<file path="config.mk">
export PLATFORM = sky130hd
export DESIGN_NAME = serial_pattern_detector_flat
export DESIGN_NICKNAME = d
export VERILOG_FILES = /design/src/rtl/serial_pattern_detector_if.sv /design/src/rtl/serial_pattern_detector.sv /design/src/flat_wrapper.sv
export SDC_FILE = /design/constraint.sdc
export NUM_CORES = 1
export LEC_CHECK = 0
export ABC_AREA = 1
export BUFFER_PORTS_ARGS = -buffer_cell sky130_fd_sc_hd__buf_2
export CORE_MARGIN = 5
export CORE_UTILIZATION = 50
export DETAILED_ROUTE_END_ITERATION = 8
export PLACE_DENSITY = 0.71
export SLEW_MARGIN = 20
export SYNTH_ARGS = -nofsm -noshare
export SYNTH_HDL_FRONTEND = slang
export SYNTH_SLANG_ARGS = --single-unit
</file>
<file path="constraint.sdc">
create_clock -name clk -period 3.5 [get_ports clk]
set_input_delay 0.525 -clock clk [delete_from_list [all_inputs] [get_ports clk]]
set_output_delay 0.525 -clock clk [all_outputs]
set_load 0.005 [all_outputs]
</file>
<file path="src/rtl/serial_pattern_detector_if.sv">
// Serial bit/command bus between the traffic-controller input path and the pattern detector.
// The detector uses the slave view. A driver (the control side) uses the master view.
interface serial_pattern_detector_if #(
    parameter int PAT_W = 3,
    parameter int CNT_W = 8
);
    logic             bit_valid;
    logic             bit_in;
    logic             overlap_en;
    logic             pat_load;
    logic [PAT_W-1:0] pat_in;
    logic             count_clr;
    logic             match;
    logic [CNT_W-1:0] match_count;
    logic             armed;

    modport master (
        output bit_valid, bit_in, overlap_en, pat_load, pat_in, count_clr,
        input  match, match_count, armed
    );

    modport slave (
        input  bit_valid, bit_in, overlap_en, pat_load, pat_in, count_clr,
        output match, match_count, armed
    );
endinterface

</file>
<file path="src/rtl/serial_pattern_detector.sv">
// Parametrised serial pattern detector with a runtime-loadable pattern.
// Supports overlapping and non-overlapping detection and a saturating match counter.
module serial_pattern_detector #(
    parameter int               PAT_W       = 3,
    parameter logic [PAT_W-1:0] DEFAULT_PAT = 3'b101,
    parameter int               CNT_W       = 8
) (
    input  logic                      clk,
    input  logic                      rst_n,
    serial_pattern_detector_if.slave  bus
);

    localparam int FILL_W = $clog2(PAT_W + 1);
    localparam logic [FILL_W-1:0] FULL   = FILL_W'(PAT_W);
    localparam logic [FILL_W-1:0] ARM_TH = FILL_W'(PAT_W - 1);
    localparam logic [CNT_W-1:0]  CNT_MAX = '1;

    typedef enum logic [1:0] {
        EMPTY,
        FILLING,
        ARMED
    } fill_state_t;

    fill_state_t       state_q, state_d;
    logic [FILL_W-1:0] fill_q, fill_d;
    logic [PAT_W-1:0]  hist_q, hist_d;
    logic [PAT_W-1:0]  pattern_q, pattern_d;
    logic [CNT_W-1:0]  count_q, count_d;
    logic              match_q;

    logic [PAT_W-1:0]  cand;
    logic              accept;
    logic              hit;

    // The candidate word completes when one bit short of a full history plus the incoming bit.
    assign cand   = {hist_q[PAT_W-2:0], bus.bit_in};
    assign accept = bus.bit_valid && !bus.pat_load;
    assign hit    = accept && (fill_q >= ARM_TH) && (cand == pattern_q);

    always_ff @(posedge clk or negedge rst_n) begin
        if (!rst_n) begin
            state_q   <= EMPTY;
            fill_q    <= '0;
            hist_q    <= '0;
            pattern_q <= DEFAULT_PAT;
            count_q   <= '0;
            match_q   <= 1'b0;
        end else begin
            state_q   <= state_d;
            fill_q    <= fill_d;
            hist_q    <= hist_d;
            pattern_q <= pattern_d;
            count_q   <= count_d;
            match_q   <= hit;
        end
    end

    // A pattern load wipes the history so a stale partial word can never match the new pattern.
    always_comb begin
        pattern_d = pattern_q;
        hist_d    = hist_q;
        fill_d    = fill_q;
        state_d   = state_q;

        if (bus.pat_load) begin
            pattern_d = bus.pat_in;
            hist_d    = '0;
            fill_d    = '0;
        end else if (bus.bit_valid) begin
            hist_d = cand;
            if (hit && !bus.overlap_en) begin
                fill_d = '0;
            end else if (fill_q < FULL) begin
                fill_d = fill_q + 1'b1;
            end
        end

        if (fill_d == '0) begin
            state_d = EMPTY;
        end else if (fill_d == FULL) begin
            state_d = ARMED;
        end else begin
            state_d = FILLING;
        end
    end

    // A clear that coincides with a hit keeps that hit, so the count restarts at one.
    always_comb begin
        count_d = count_q;
        if (bus.count_clr) begin
            count_d = hit ? CNT_W'(1) : '0;
        end else if (hit && (count_q != CNT_MAX)) begin
            count_d = count_q + 1'b1;
        end
    end

    assign bus.match       = match_q;
    assign bus.match_count = count_q;
    assign bus.armed       = (state_q == ARMED);

    assert property (@(posedge clk) disable iff (!rst_n) fill_q <= FULL);
    assert property (@(posedge clk) disable iff (!rst_n) (state_q == ARMED) == (fill_q == FULL));

endmodule

</file>
<file path="src/flat_wrapper.sv">
// flat-port wrapper written by rule: the top's interface ports become plain ports
module serial_pattern_detector_flat 
#(
    parameter int               PAT_W       = 3,
    parameter logic [PAT_W-1:0] DEFAULT_PAT = 3'b101,
    parameter int               CNT_W       = 8
)
  (clk, rst_n, bus_bit_valid, bus_bit_in, bus_overlap_en, bus_pat_load, bus_pat_in, bus_count_clr, bus_match, bus_match_count, bus_armed);
  serial_pattern_detector_if #(.PAT_W(PAT_W), .CNT_W(CNT_W)) bus_i ();
  input  logic clk;
  input  logic rst_n;
  input wire logic [$bits(bus_i.bit_valid)-1:0] bus_bit_valid;
  input wire logic [$bits(bus_i.bit_in)-1:0] bus_bit_in;
  input wire logic [$bits(bus_i.overlap_en)-1:0] bus_overlap_en;
  input wire logic [$bits(bus_i.pat_load)-1:0] bus_pat_load;
  input wire logic [$bits(bus_i.pat_in)-1:0] bus_pat_in;
  input wire logic [$bits(bus_i.count_clr)-1:0] bus_count_clr;
  output wire logic [$bits(bus_i.match)-1:0] bus_match;
  output wire logic [$bits(bus_i.match_count)-1:0] bus_match_count;
  output wire logic [$bits(bus_i.armed)-1:0] bus_armed;
  assign bus_i.bit_valid = bus_bit_valid;
  assign bus_i.bit_in = bus_bit_in;
  assign bus_i.overlap_en = bus_overlap_en;
  assign bus_i.pat_load = bus_pat_load;
  assign bus_i.pat_in = bus_pat_in;
  assign bus_i.count_clr = bus_count_clr;
  assign bus_match = bus_i.match;
  assign bus_match_count = bus_i.match_count;
  assign bus_armed = bus_i.armed;
  serial_pattern_detector #(.PAT_W(PAT_W), .DEFAULT_PAT(DEFAULT_PAT), .CNT_W(CNT_W)) u_core (.clk(clk), .rst_n(rst_n), .bus(bus_i));
endmodule
</file>
* Yosys cells after proc, flatten, opt, wreduce, memory -nomap -nowiden
Cells that the tools add are included.
Word-level totals: RAM bits 0, output and inout bits 10, memories kept 0, input bits 10, bits in registers 18, logic and storage cells 35, bits in read-only memories 0, bits in latches 0
Operators by class: shift operators 0, eq/ne operators 4, reduce and logical (&&, ||, !) cells 10, multiply operators 0, bitwise logic cells 0, add/sub/neg operators 2, div/mod/pow operators 0, $lt $le $gt $ge 2, mux-type cells 11
Operators by type and width (count):
- $mux 2 | 8
- $mux 8 | 2
- $add 8x1->8 const B | 1
- $ne 8x8->1 const B | 1
- $logic_and 1x1->1 | 5
- $eq 2x2->1 const B | 2
- $reduce_bool 2->1 | 2
- $eq 3x3->1 | 1
- $add 2x1->2 const B | 1
- $ge 2x2->1 const B | 1
- $logic_not 1->1 | 2
- $logic_not 2->1 | 1
- $lt 2x2->1 const B | 1
- $mux 1 | 1

* Logic depth before layout (Yosys ltp)
depth in word-level cells 11, gate-level depth with buffers 9, depth with buffers taken out 9

* Least setup slack after synthesis
Ideal clock, no wire load.
kind input to register, from input bus_pat_load, to register u_core.state_q[0], required time 3.374 ns, buffers on the path 1, setup time 0.126 ns, arrival time 1.441 ns, stages 8, setup slack 1.933 ns, path through buf_6 -> inv_6 -> nand3_4 -> nor2_4 -> nand2_1 -> nor2_1 -> o21ai_0 -> ha_1
On the way: longest elaborated chain between the ends 11, elaborated cells on any way between the ends 12, classes of those cells 1 x eq/ne; 5 x mux; 6 x reduce/logical
RTL lines:
- from (decl) | RTL line flat_wrapper.sv:15 | input wire logic [$bits(bus_i.pat_load)-1:0] bus_pat_load;
- $logic_not 1->1 | RTL line serial_pattern_detector.sv:37 | assign accept = bus.bit_valid && !bus.pat_load;
- $logic_and 1x1->1 | RTL line serial_pattern_detector.sv:37
- $logic_and 1x1->1 (2 in series) | RTL line serial_pattern_detector.sv:38 | assign hit = accept && (fill_q >= ARM_TH) && (cand == pattern_q);
- $logic_and 1x1->1 | RTL line serial_pattern_detector.sv:71 | if (hit && !bus.overlap_en) begin
- $mux 2 | RTL line serial_pattern_detector.sv:71
- $mux 2 | RTL line serial_pattern_detector.sv:69 | end else if (bus.bit_valid) begin
- $mux 2 * | RTL line serial_pattern_detector.sv:65 | if (bus.pat_load) begin
- net u_core.fill_d[0] | RTL line serial_pattern_detector.sv:25 | logic [FILL_W-1:0] fill_q, fill_d;
- $eq 2x2->1 | RTL line serial_pattern_detector.sv:80 | end else if (fill_d == FULL) begin
- $mux 2 | RTL line serial_pattern_detector.sv:80
- $mux 2 * | RTL line serial_pattern_detector.sv:78 | if (fill_d == '0) begin
- net u_core.state_d[0] | RTL line serial_pattern_detector.sv:24 | fill_state_t state_q, state_d;
- to (signal assigned) | RTL line serial_pattern_detector.sv:49 | state_q <= state_d;
- to (decl) | RTL line serial_pattern_detector.sv:24
Mark *: on every way through the listed nets, which the timed path passes. The rest lies on a longest branch. A chain may end at the register's enable or synchronous reset.

* Worst setup path after layout
from register u_core.pattern_q[0], to register u_core.state_q[0]
On the way: longest elaborated chain between the ends 9, elaborated cells on any way between the ends 10, classes of those cells 2 x eq/ne; 5 x mux; 3 x reduce/logical
RTL lines:
- from (decl) | RTL line serial_pattern_detector.sv:27 | logic [PAT_W-1:0] pattern_q, pattern_d;
- from (signal assigned) | RTL line serial_pattern_detector.sv:52 | pattern_q <= pattern_d;
- $eq 3x3->1 * | RTL line serial_pattern_detector.sv:38
- $logic_and 1x1->1 * | RTL line serial_pattern_detector.sv:38
- $logic_and 1x1->1 * | RTL line serial_pattern_detector.sv:71
- $mux 2 * | RTL line serial_pattern_detector.sv:71
- $mux 2 * | RTL line serial_pattern_detector.sv:69
- $mux 2 * | RTL line serial_pattern_detector.sv:65
- net u_core.fill_d[0] | RTL line serial_pattern_detector.sv:25
- $eq 2x2->1 | RTL line serial_pattern_detector.sv:80
- $mux 2 | RTL line serial_pattern_detector.sv:80
- $mux 2 * | RTL line serial_pattern_detector.sv:78
- net u_core.state_d[0] | RTL line serial_pattern_detector.sv:24
Marked as above.

==> results.py <==
metrics = {
    "timing": {
        "fin_skew_ps": 0.952,
        "holdWs_ps": 142,
        "hold_viol_final": 0,
        "post-route-min-period_ps": 1620,
        "setup_tns_ps": 0,
        "max_freq_mhz": 618,
        "rsz0062_at_grt": "no",
        "fin_crit_sh": 0.462,
        "worst_pin_slew_ps": 402,
        "slew_viol_final": 0,
        "setup_viol": 0,
        "max_slew_margin": 0.732,
    },
    "power_and_ir_drop": {
        "vdd_drop_max_mv": 0.261,
        "power_leakage_uw": 0.000605,
        "p_per_area_nw_per_um2": 340,
    },
    "yosys": {
        "synth-compound-area-share": 0.0555,
        "synth.net_count": 147,
        "ys.flop_type": "dfrtp_1",
        "ys_types": 28,
        "avgSynthCellArea_um2": 7.68,
        "synth_fa_ha_area_frac": 0.0241,
        "ys_async_sr_fraction": 1.00,
        "yosys_warnings": 0,
        "syn_area_um2": 1040,
        "synth_mux_area_frac": 0,
        "synth_top_family_by_area": "simple AND/OR/NAND/NOR gates",
        "ys_ff_latch": 18,
        "synth_edf_count": 0,
        "ys_seq_area_frac": 0.437,
        "synth_simple_gate_area_share": 0.378,
        "synthCells": 135,
        "synth-xor-area-share": 0.0169,
    },
    "placed_design": {
        "gp_congestion": 0.790,
        "hpwl_um": 1510,
        "port_buffers": 19,
    },
    "global_routing": {
        "antenna_found_initial": 0,
        "grt_start_max_net_pins": 19,
        "grt_first_pass_wirelength_um": 3640,
        "grtUsageTotal": 0.144,
        "gr-total-overflow": 0,
        "grt_pass1_vias": 858,
    },
    "die": {
        "num_rows": 16,
        "die_w_um": 55.5,
        "io_pins": 20,
        "die_area_um2": 3090,
        "initial_core_util": 0.529,
        "die_h_um": 55.5,
        "core_area_um2": 1960,
    },
    "detailed_routing": {
        "num_vias": 895,
        "dr.first_iter.drc_count": 26,
        "drt-wirelength-per-cell_um": 10.8,
        "viasPerCell": 4.92,
        "drc": 0,
        "drtAntennaViolNets": 0,
        "wl_um": 1970,
        "drtPass1Iterations": 4,
    },
    "cts": {
        "clk_path_buf_depth": 2,
        "clock-sinks": 18,
        "cts_made_buffers": 3,
        "insertion_delay_ps": 290,
        "clk_pin_slew_worst_paths_ps": 100,
        "ctsResizeCount": 0,
        "root_buffer": "clkbuf_4",
        "htreeDepth": 1,
        "post_cts_buffers": 0,
        "holdBufCountCts": 0,
        "cts_tree": "yes",
    },
    "final_layout": {
        "diodes": 0,
        "syn_to_final_growth_pct": 13.6,
        "final_util": 0.601,
        "drive_above_1_share": 0.226,
        "num-nets-final": 168,
    },
    "setup_path": {
        "critical_path_class": "flop to flop",
        "end_kind": "flop",
        "crit_path_start_kind": "flop",
        "cp_max_fo": 3,
        "critPathRequiredTime_ps": 3690,
        "cp.arrival_ps": 1810,
        "rr_worst_depth": 8,
    },
    "worst_hold_path": {
        "hp-class": "input port to asynchronous set/reset pin",
    },
    "status": {
        "status": "finished, final reports clean",
    },
    "job": {
        "maxCapViolCount": 0,
    },
}
[power breakdown]
part	internal, µW	switching [µW]	leakage, µW
registers	219	6.40	0.000238
clock network	63.4	65.2	0.0000210
logic	16.6	30.8	0.000347
total	299	102	0.000605
[state kept, by name, indices dropped and copies added, names as in the netlist]
name / flops
u_core.bus.match_count: 8
u_core.bus.match: 1
u_core.state_q: 2
u_core.pattern_q: 3
u_core.hist_q: 2
u_core.fill_q: 2
[cell families (layout without fill, tap and decap cells)]
logic type,after synthesis,in the layout
simple gates,83,83
xor+xnor,2,2
compound gates,10,10
fa+ha+maj,2,2
buf+inv,20,40
flops,18,18
[worst max-delay path: stages (launching register included)]
cell	delay [ps]
dfstp_2	550
inv_1	50
nand2_1	50
nand2_1	80
nor2_4	160
nand2_1	110
nor2_1	100
o21ai_0	120
ha_1	310
[Yosys cell counts, types with 2 or more instances]
| cell | number | area, µm² |
|---|---|---|
| nor2_1 | 15 | 56.3 |
| ha_1 | 2 | 25.0 |
| nand2_1 | 46 | 173 |
| o21ai_0 | 4 | 20.0 |
| nor2_4 | 2 | 22.5 |
| dfstp_2 | 2 | 52.6 |
| dfrtp_1 | 16 | 400 |
| nand3_1 | 12 | 60.1 |
| nand2_2 | 2 | 12.5 |
| o22ai_1 | 2 | 12.5 |
| nand3_4 | 2 | 35.0 |
| inv_1 | 14 | 52.6 |
[stage by stage]
step	instances	worst slack, ps	total power, µW	cell area [µm²]
after global placement	178	1830	276	1140
final	182	1880	401	1180
after detailed placement	178	1760	277	1140
after floorplan	135	1930	261	1040
after CTS	182	1870	407	1180
after global routing	182	1730	423	1180
[path summary, 6_finish.rpt]
path / startpoint / to / slack, ps
worst max-delay path: u_core.pattern_q[0] / u_core.state_q[0] / 1880
worst min-delay path: rst_n / u_core.pattern_q[1] / 140
worst max register to register: u_core.pattern_q[0] / u_core.state_q[0] / 1880
worst min register to register: u_core.pattern_q[2] / u_core.pattern_q[2] / 520
max in group asynchronous: rst_n / u_core.pattern_q[2] / 3040
min in group clk: bus_pat_in[2] / u_core.pattern_q[2] / 440
[placed cells by master (no fill, tap or decap)]
| master | instances |
|---|---|
| xnor2_1 | 1 |
| inv_2 | 1 |
| a21oi_1 | 1 |
| o211ai_1 | 1 |
| xor2_1 | 1 |
| clkbuf_8 | 1 |
| clkinv_1 | 1 |
| nand3_4 | 2 |
| o21ai_0 | 4 |
| nand2_2 | 2 |
| nand3_1 | 12 |
| dfstp_2 | 2 |
| nand3b_1 | 1 |
| nor2_1 | 15 |
| o21ai_1 | 1 |
| nor2_4 | 2 |
| o22ai_1 | 2 |
| nand2_1 | 46 |
| nand2_4 | 1 |
| inv_6 | 1 |
| o21bai_1 | 1 |
| buf_2 | 19 |
| clkbuf_4 | 3 |
| inv_1 | 14 |
| dfrtp_1 | 16 |
| ha_1 | 2 |
| nor2_2 | 1 |
| nor3b_1 | 1 |
[layout make-up]
type | instances | area (µm²)
tap | 27 | 33.8
clock buffer | 4 | 36.3
timing repair buffer | 19 | 95.1
fill | 210 | 783
multi-input combinational | 97 | 492
inverter | 17 | 68.8
sequential | 18 | 453
[routing by layer]
metal | vias to the layer above | routed length, µm | track usage
met2 | 16 | 916 | 0.228
met3 | 5 | 88 | 0.0303
li1 | 459 | - | -
met5 | - | 0 | 0
met4 | 0 | 37 | 0.0521
met1 | 415 | 927 | 0.193
(Power assumes the default switching activity.)
